===== src/rtl/compare_arbiter_pkg.sv =====
// Shared types for the compare arbiter slice.
//   compare_t        : full comparison result bundle returned to requesters
//   cmp_arb_state_t  : arbiter FSM state encoding, also exported for debug
package signals;

    // Field order is MSB first: {eq, neq, gt, lt, gtu, ltu}.
    typedef struct packed {
        logic eq;
        logic neq;
        logic gt;
        logic lt;
        logic gtu;
        logic ltu;
    } compare_t;

    typedef enum logic [1:0] {
        IDLE = 2'd0,
        CMP  = 2'd1,
        RESP = 2'd2
    } cmp_arb_state_t;

endpackage


===== src/rtl/compare_arbiter_if.sv =====
// Request/response bundle between execute-stage requesters and the arbiter.
//   req_valid/req_ready/req_a/req_b : per-requester request channel
//   resp_valid/resp_ready/resp_signal : per-requester response channel
//   busy : arbiter is not idle
// Handshake rule for both channels: a transfer happens on the rising clock
// edge where valid and ready are both high. The request side holds valid
// and operands until it sees ready; the response side holds valid and data
// until it sees ready. Operands are only sampled on the transfer edge.
interface compare_arbiter_if #(
    parameter int N    = 32,
    parameter int NREQ = 2
);
    import signals::*;

    logic [NREQ-1:0]   req_valid;
    logic [NREQ-1:0]   req_ready;
    logic [NREQ*N-1:0] req_a;
    logic [NREQ*N-1:0] req_b;
    logic [NREQ-1:0]   resp_valid;
    logic [NREQ-1:0]   resp_ready;
    compare_t          resp_signal;
    logic              busy;

    // Requester side.
    modport master (
        output req_valid, req_a, req_b, resp_ready,
        input  req_ready, resp_valid, resp_signal, busy
    );

    // Arbiter side.
    modport slave (
        input  req_valid, req_a, req_b, resp_ready,
        output req_ready, resp_valid, resp_signal, busy
    );

endinterface


===== src/rtl/comparator_user.sv =====
// Single N-bit comparator producing the full compare_t bundle.
//   a, b   : operands
//   signal : eq/neq bitwise, gt/lt signed, gtu/ltu unsigned
module comparator_user
    import signals::*;
#(
    parameter int N = 32
) (
    input  logic [N-1:0] a,
    input  logic [N-1:0] b,
    output compare_t     signal
);

    always_comb begin
        signal     = '0;
        signal.eq  = (a == b);
        signal.neq = (a != b);
        signal.gt  = ($signed(a) > $signed(b));
        signal.lt  = ($signed(a) < $signed(b));
        signal.gtu = (a > b);
        signal.ltu = (a < b);
    end

endmodule


===== src/rtl/compare_arbiter_rr_pick.sv =====
// Combinational round-robin picker.
//   req     : request vector
//   ptr     : highest-priority index this round
//   winner  : first set request at or above ptr, wrapping modulo NREQ
//   any_req : at least one request is set
module rr_pick #(
    parameter  int NREQ = 2,
    localparam int IW   = $clog2(NREQ)
) (
    input  logic [NREQ-1:0] req,
    input  logic [IW-1:0]   ptr,
    output logic [IW-1:0]   winner,
    output logic            any_req
);

    // One extra bit so ptr + k cannot overflow before the modulo fold.
    localparam int SW = IW + 1;

    logic [SW-1:0] sum;
    logic [IW-1:0] sel;
    logic          found;

    always_comb begin
        winner = '0;
        found  = 1'b0;
        sum    = '0;
        sel    = '0;
        for (int k = 0; k < NREQ; k++) begin
            sum = {1'b0, ptr} + SW'(k);
            if (sum >= SW'(NREQ)) begin
                sum = sum - SW'(NREQ);
            end
            sel = sum[IW-1:0];
            if (!found && req[sel]) begin
                winner = sel;
                found  = 1'b1;
            end
        end
    end

    assign any_req = |req;

endmodule


===== src/rtl/compare_arbiter.sv =====
// Round-robin controller sharing one comparator among NREQ requesters.
//   clk, reset  : clock, asynchronous active-high reset
//   bus         : request/response bundle (slave side)
//   dbg_state   : current FSM state
//   dbg_rr_ptr  : current round-robin pointer
// Flow: IDLE accepts one winner and latches its operands, CMP registers the
// comparator output, RESP holds the result until the granted requester
// takes it, then the pointer moves past the winner.
module compare_arbiter
    import signals::*;
#(
    parameter  int N    = 32,
    parameter  int NREQ = 2,
    localparam int IW   = $clog2(NREQ)
) (
    input  logic              clk,
    input  logic              reset,
    compare_arbiter_if.slave  bus,
    output cmp_arb_state_t    dbg_state,
    output logic [IW-1:0]     dbg_rr_ptr
);

    cmp_arb_state_t state, state_nx;
    logic [IW-1:0]  rr_ptr;
    logic [IW-1:0]  grant;
    logic [IW-1:0]  winner;
    logic           any_req;
    logic [N-1:0]   op_a, op_b;
    compare_t       cmp_out;
    compare_t       resp_sig_q;
    logic           accept;
    logic           resp_done;
    logic [NREQ-1:0] req_ready_c;
    logic [NREQ-1:0] resp_valid_c;

    rr_pick #(.NREQ(NREQ)) u_pick (
        .req     (bus.req_valid),
        .ptr     (rr_ptr),
        .winner  (winner),
        .any_req (any_req)
    );

    comparator_user #(.N(N)) u_cmp (
        .a      (op_a),
        .b      (op_b),
        .signal (cmp_out)
    );

    always_ff @(posedge clk or posedge reset) begin
        if (reset) begin
            state <= IDLE;
        end else begin
            state <= state_nx;
        end
    end

    always_comb begin
        state_nx  = state;
        accept    = 1'b0;
        resp_done = 1'b0;
        case (state)
            IDLE: begin
                if (any_req) begin
                    accept   = 1'b1;
                    state_nx = CMP;
                end
            end
            CMP: begin
                state_nx = RESP;
            end
            RESP: begin
                // Only the granted requester's ready bit can release RESP.
                if (bus.resp_ready[grant]) begin
                    resp_done = 1'b1;
                    state_nx  = IDLE;
                end
            end
            default: begin
                state_nx = IDLE;
            end
        endcase
    end

    always_comb begin
        req_ready_c  = '0;
        resp_valid_c = '0;
        // Gate with reset so no accept strobe is shown while held in reset.
        if (accept && !reset) begin
            req_ready_c[winner] = 1'b1;
        end
        if (state == RESP) begin
            resp_valid_c[grant] = 1'b1;
        end
    end

    always_ff @(posedge clk or posedge reset) begin
        if (reset) begin
            rr_ptr     <= '0;
            grant      <= '0;
            op_a       <= '0;
            op_b       <= '0;
            resp_sig_q <= '0;
        end else begin
            if (accept) begin
                grant <= winner;
                op_a  <= bus.req_a[int'(winner)*N +: N];
                op_b  <= bus.req_b[int'(winner)*N +: N];
            end
            if (state == CMP) begin
                resp_sig_q <= cmp_out;
            end
            if (resp_done) begin
                rr_ptr <= (grant == IW'(NREQ - 1)) ? '0 : grant + 1'b1;
            end
        end
    end

    assign bus.req_ready   = req_ready_c;
    assign bus.resp_valid  = resp_valid_c;
    assign bus.resp_signal = resp_sig_q;
    assign bus.busy        = (state != IDLE);
    assign dbg_state       = state;
    assign dbg_rr_ptr      = rr_ptr;

endmodule


===== src/flat_wrapper.sv =====
// flat-port wrapper written by rule: the top's interface ports become plain ports
module compare_arbiter_flat import signals::*;
#(
    parameter  int N    = 32,
    parameter  int NREQ = 2,
    localparam int IW   = $clog2(NREQ)
)
  (clk, reset, dbg_state, dbg_rr_ptr, bus_req_valid, bus_req_a, bus_req_b, bus_resp_ready, bus_req_ready, bus_resp_valid, bus_resp_signal, bus_busy);
  compare_arbiter_if #(.N(N), .NREQ(NREQ)) bus_i ();
  input  logic clk;
  input  logic reset;
  output cmp_arb_state_t dbg_state;
  output logic [IW-1:0] dbg_rr_ptr;
  input wire logic [$bits(bus_i.req_valid)-1:0] bus_req_valid;
  input wire logic [$bits(bus_i.req_a)-1:0] bus_req_a;
  input wire logic [$bits(bus_i.req_b)-1:0] bus_req_b;
  input wire logic [$bits(bus_i.resp_ready)-1:0] bus_resp_ready;
  output wire logic [$bits(bus_i.req_ready)-1:0] bus_req_ready;
  output wire logic [$bits(bus_i.resp_valid)-1:0] bus_resp_valid;
  output wire logic [$bits(bus_i.resp_signal)-1:0] bus_resp_signal;
  output wire logic [$bits(bus_i.busy)-1:0] bus_busy;
  assign bus_i.req_valid = bus_req_valid;
  assign bus_i.req_a = bus_req_a;
  assign bus_i.req_b = bus_req_b;
  assign bus_i.resp_ready = bus_resp_ready;
  assign bus_req_ready = bus_i.req_ready;
  assign bus_resp_valid = bus_i.resp_valid;
  assign bus_resp_signal = bus_i.resp_signal;
  assign bus_busy = bus_i.busy;
  compare_arbiter #(.N(N), .NREQ(NREQ)) u_core (.clk(clk), .reset(reset), .bus(bus_i), .dbg_state(dbg_state), .dbg_rr_ptr(dbg_rr_ptr));
endmodule

===== config.mk =====
export PLATFORM = sky130hd
export DESIGN_NAME = compare_arbiter_flat
export DESIGN_NICKNAME = d
export VERILOG_FILES = /design/src/rtl/compare_arbiter_pkg.sv /design/src/rtl/compare_arbiter_if.sv /design/src/rtl/comparator_user.sv /design/src/rtl/compare_arbiter_rr_pick.sv /design/src/rtl/compare_arbiter.sv /design/src/flat_wrapper.sv
export SDC_FILE = /design/constraint.sdc
export NUM_CORES = 1
export LEC_CHECK = 0
export CAP_MARGIN = 20
export CORE_MARGIN = 1.5
export CORE_UTILIZATION = 48
export DETAILED_ROUTE_END_ITERATION = 8
export GPL_ROUTABILITY_DRIVEN = 1
export GPL_TIMING_DRIVEN = 0
export PLACE_DENSITY = 0.86
export SLEW_MARGIN = 20
export SYNTH_ARGS = -nofsm -noshare
export SYNTH_HDL_FRONTEND = slang
export SYNTH_SLANG_ARGS = --single-unit

===== constraint.sdc =====
create_clock -name clk -period 4.7 [get_ports clk]
set_input_delay 0.94 -clock clk [delete_from_list [all_inputs] [get_ports clk]]
set_output_delay 0.94 -clock clk [all_outputs]
set_load 0.03 [all_outputs]

==> impl_metrics.py, run 1 <==
metrics = {
    "run_status": {
        "status": "finished, final reports clean",
    },
    "floorplanning": {
        "dieHeight_um": 92.5,
        "die_area_mm2": 0.00855,
        "num_io_pins": 148,
        "num_rows": 32,
        "die_w_um": 92.5,
        "initial_core_util": 0.497,
        "core_mm2": 0.00773,
    },
    "clock_tree": {
        "post-cts-setup-buffers": 0,
        "clk_path_buf_depth": 2,
        "worstSkewPairLatency_ps": 340,
        "cts_tree": "done",
        "root_buffer": "clkbuf_8",
        "cts.sinks": 74,
        "numCtsBuffers": 9,
        "cts.htree.levels": 3,
        "postCtsResizedCells": 0,
        "cts_hold_buf": 0,
        "clk_pin_slew_ps": 70,
    },
    "global_route": {
        "grt_usage": 0.284,
        "antenna_found_initial": 0,
        "grt_pass1_vias": 3924,
        "overflow": 0,
        "grt_max_degree": 51,
        "grt_pass1_wl_um": 18800,
    },
    "route": {
        "drtIter0Drc": 464,
        "vias": 3680,
        "ant_nets": 0,
        "drc": 0,
        "viasPerCell": 5.79,
        "routedWlPerCell_um": 18.2,
        "dr.pass1.iters": 7,
        "wirelength_um": 11600,
    },
    "sta": {
        "finalHoldViolCount": 0,
        "setup_viol": 0,
        "skew_ps": 10.5,
        "hold_slack_ps": 496,
        "layout_worst_path_cycle_share": 0.922,
        "min_period_ps": 4330,
        "final.setup.worst_slack_ps": 368,
        "relSlewSlack": 0.612,
        "rsz0062_at_grt": "false",
        "tightest_slew_ps": 583,
        "slew_violations": 0,
        "max_freq_mhz": 231,
    },
    "critical_path": {
        "cp_max_fo": 10,
        "crit_type": "primary input to output port",
        "worstPathCellList": "clkdlybuf4s50_1 -> nand2b_1 -> and3_1 -> clkbuf_1 -> buf_1 -> and2_1 -> clkdlybuf4s50_1",
        "r2r-start": "u_core.op_b[22]$_DFFE_PP0P_",
        "crit_slowest_cell": "clkdlybuf4s50_1",
        "rrSetupSlack_ps": 2390,
        "startpoint": "bus_req_valid[0]",
        "critPathMostFrequentCell": "clkdlybuf4s50_1",
        "cp-end-kind": "output port",
        "start_kind": "primary input",
        "crit_path_max_incr_delay_ps": 680,
        "r2r_cells": 8,
        "required_ps": 3760,
        "critPathArrivalTime_ps": 3390,
        "r2r-end": "u_core.bus.resp_signal[3]$_DFFE_PP0N_",
    },
    "logic_synthesis": {
        "syn_avg_cell_area_um2": 10.4,
        "ys_warn_count": 0,
        "yosysSeqAreaShare": 0.482,
        "synth_top_cell_by_area": "dfrtp_1",
        "syn_nets": 536,
        "ys_types": 33,
        "ys_async_sr_fraction": 1.00,
        "syn_inst": 370,
        "synth_area_mm2": 0.00384,
        "yosys.area.top_type_share": 0.482,
        "synth_flop_cell": "dfrtp_1",
        "ys_ff_latch": 74,
        "synth_edf_count": 0,
        "synth_area_leaders": "dfrtp_1 48%, a222oi_1 17%, ha_1 10%",
    },
    "cells_and_area": {
        "antennaDiodeCount": 0,
        "fin_cells": 636,
        "drive_gt1_frac": 0.0468,
        "nets": 695,
        "syn2layout_area_growth_pct": 48.1,
    },
    "min_path": {
        "hold_depth": 2,
        "min_to": "u_core.op_b[13]$_DFFE_PP0P_",
        "hold_class": "flip-flop to flip-flop",
        "hp-start": "u_core.op_b[13]$_DFFE_PP0P_",
    },
    "pwr": {
        "power_density_mw_per_mm2": 616,
        "vdd_ir_drop_max_mv": 0.472,
        "leakagePower_nw": 2.79,
        "finalPower_mw": 3.51,
    },
    "place": {
        "place_ws_ps": 354,
        "dp.cells": 620,
        "gp_congestion": 0.834,
        "port_buffers": 147,
        "place_hpwl_um": 8770,
    },
    "flow_run": {
        "drv_cap": 0,
    },
}
cells in the final DEF (no fill, tap or decap), types with 2 or more instances in the layout:
cell type / n
ha_1: 32
nand2_1: 10
nor2b_1: 3
inv_1: 98
a21oi_1: 14
and3_1: 2
clkbuf_8: 10
clkbuf_1: 17
buf_1: 5
dfrtp_1: 74
nor2_1: 7
o21ai_0: 6
nand3_1: 5
bufinv_16: 2
a222oi_1: 64
nand2b_1: 3
clkdlybuf4s50_1: 147
and2_1: 3
a21o_1: 5
clkinv_2: 2
nand4_1: 6
worst max path at each step:
stage	end	slack, ps	cells past startpoint
floorplan	bus_req_ready[0]	790	2
global placement	bus_req_ready[0]	-670	4
detailed placement	bus_req_ready[1]	350	7
CTS	bus_req_ready[1]	360	7
global route	bus_req_ready[1]	190	7
finish	bus_req_ready[1]	370	7
worst max-delay path, delay by kind of cell:
family                 cells  cell delay, ps
AND/OR/NAND/NOR            3             470
buffers and inverters      4            1970
state kept, by name, summed over array words and instances (netlist names):
register and count:
u_core.dbg_state 2, u_core.bus.resp_signal 6, u_core.dbg_rr_ptr 1, u_core.op_a 32, u_core.grant 1, u_core.op_b 32
power breakdown:
part           switching (mW)  internal [mW]
Sequential              0.211          0.951
Combinational           0.989          0.806
Clock                   0.237          0.312
cells in the mapped netlist (5+ instances only):
cell and n:
nand4_1 6, ha_1 32, a222oi_1 64, inv_1 99
dfrtp_1 74, o21ai_0 6, a21oi_1 14, nor2_1 7
nand2_1 10, nand3_1 5, clkbuf_1 16, a21o_1 5
buf_1 5
logic make-up after synthesis:
kind of cell / after synthesis / synth area share
buffers and inverters: 120 / 0.117
DFF: 74 / 0.482
and+or+nand+nor: 43 / 0.0658
AOI/OAI and AO/OA: 100 / 0.228
adders and majority gates: 32 / 0.104
muxes: 1 / 0.00293
through the flow:
stage          TNS, ps  cell area, µm²  utilization
2_1_floorplan        0            3840            -
3_3_place_gp     -1340            5440        0.704
6_report             0            5690        0.736
3_5_place_dp         0            5470        0.708
4_1_cts              0            5690        0.736
5_1_grt              0            5690        0.736
layout make-up:
type / instances / area, µm²
fillers: 552 / 2040
flip-flops and latches: 74 / 1850
multi-input cells: 176 / 1540
repair buffers: 148 / 1500
inverters: 99 / 374
clock buffers: 11 / 141
well taps: 102 / 128
plain buffers: 21 / 78.8
clock inverters: 5 / 77.6
per-layer routing:
metal	global-route usage	up-vias	wire [µm]
met5	0	-	0
met4	0.101	0	214
met2	0.494	195	5730
met1	0.349	1781	4700
met3	0.0542	21	950
li1	-	1683	-
(Power assumes the default switching activity.)
==> run 2: changes to the inputs <==
- SETUP_SLACK_MARGIN: not set -> 0.05
==> results of run 2 <==
The final DEF is identical to that of run 1; final timing and power are the same.
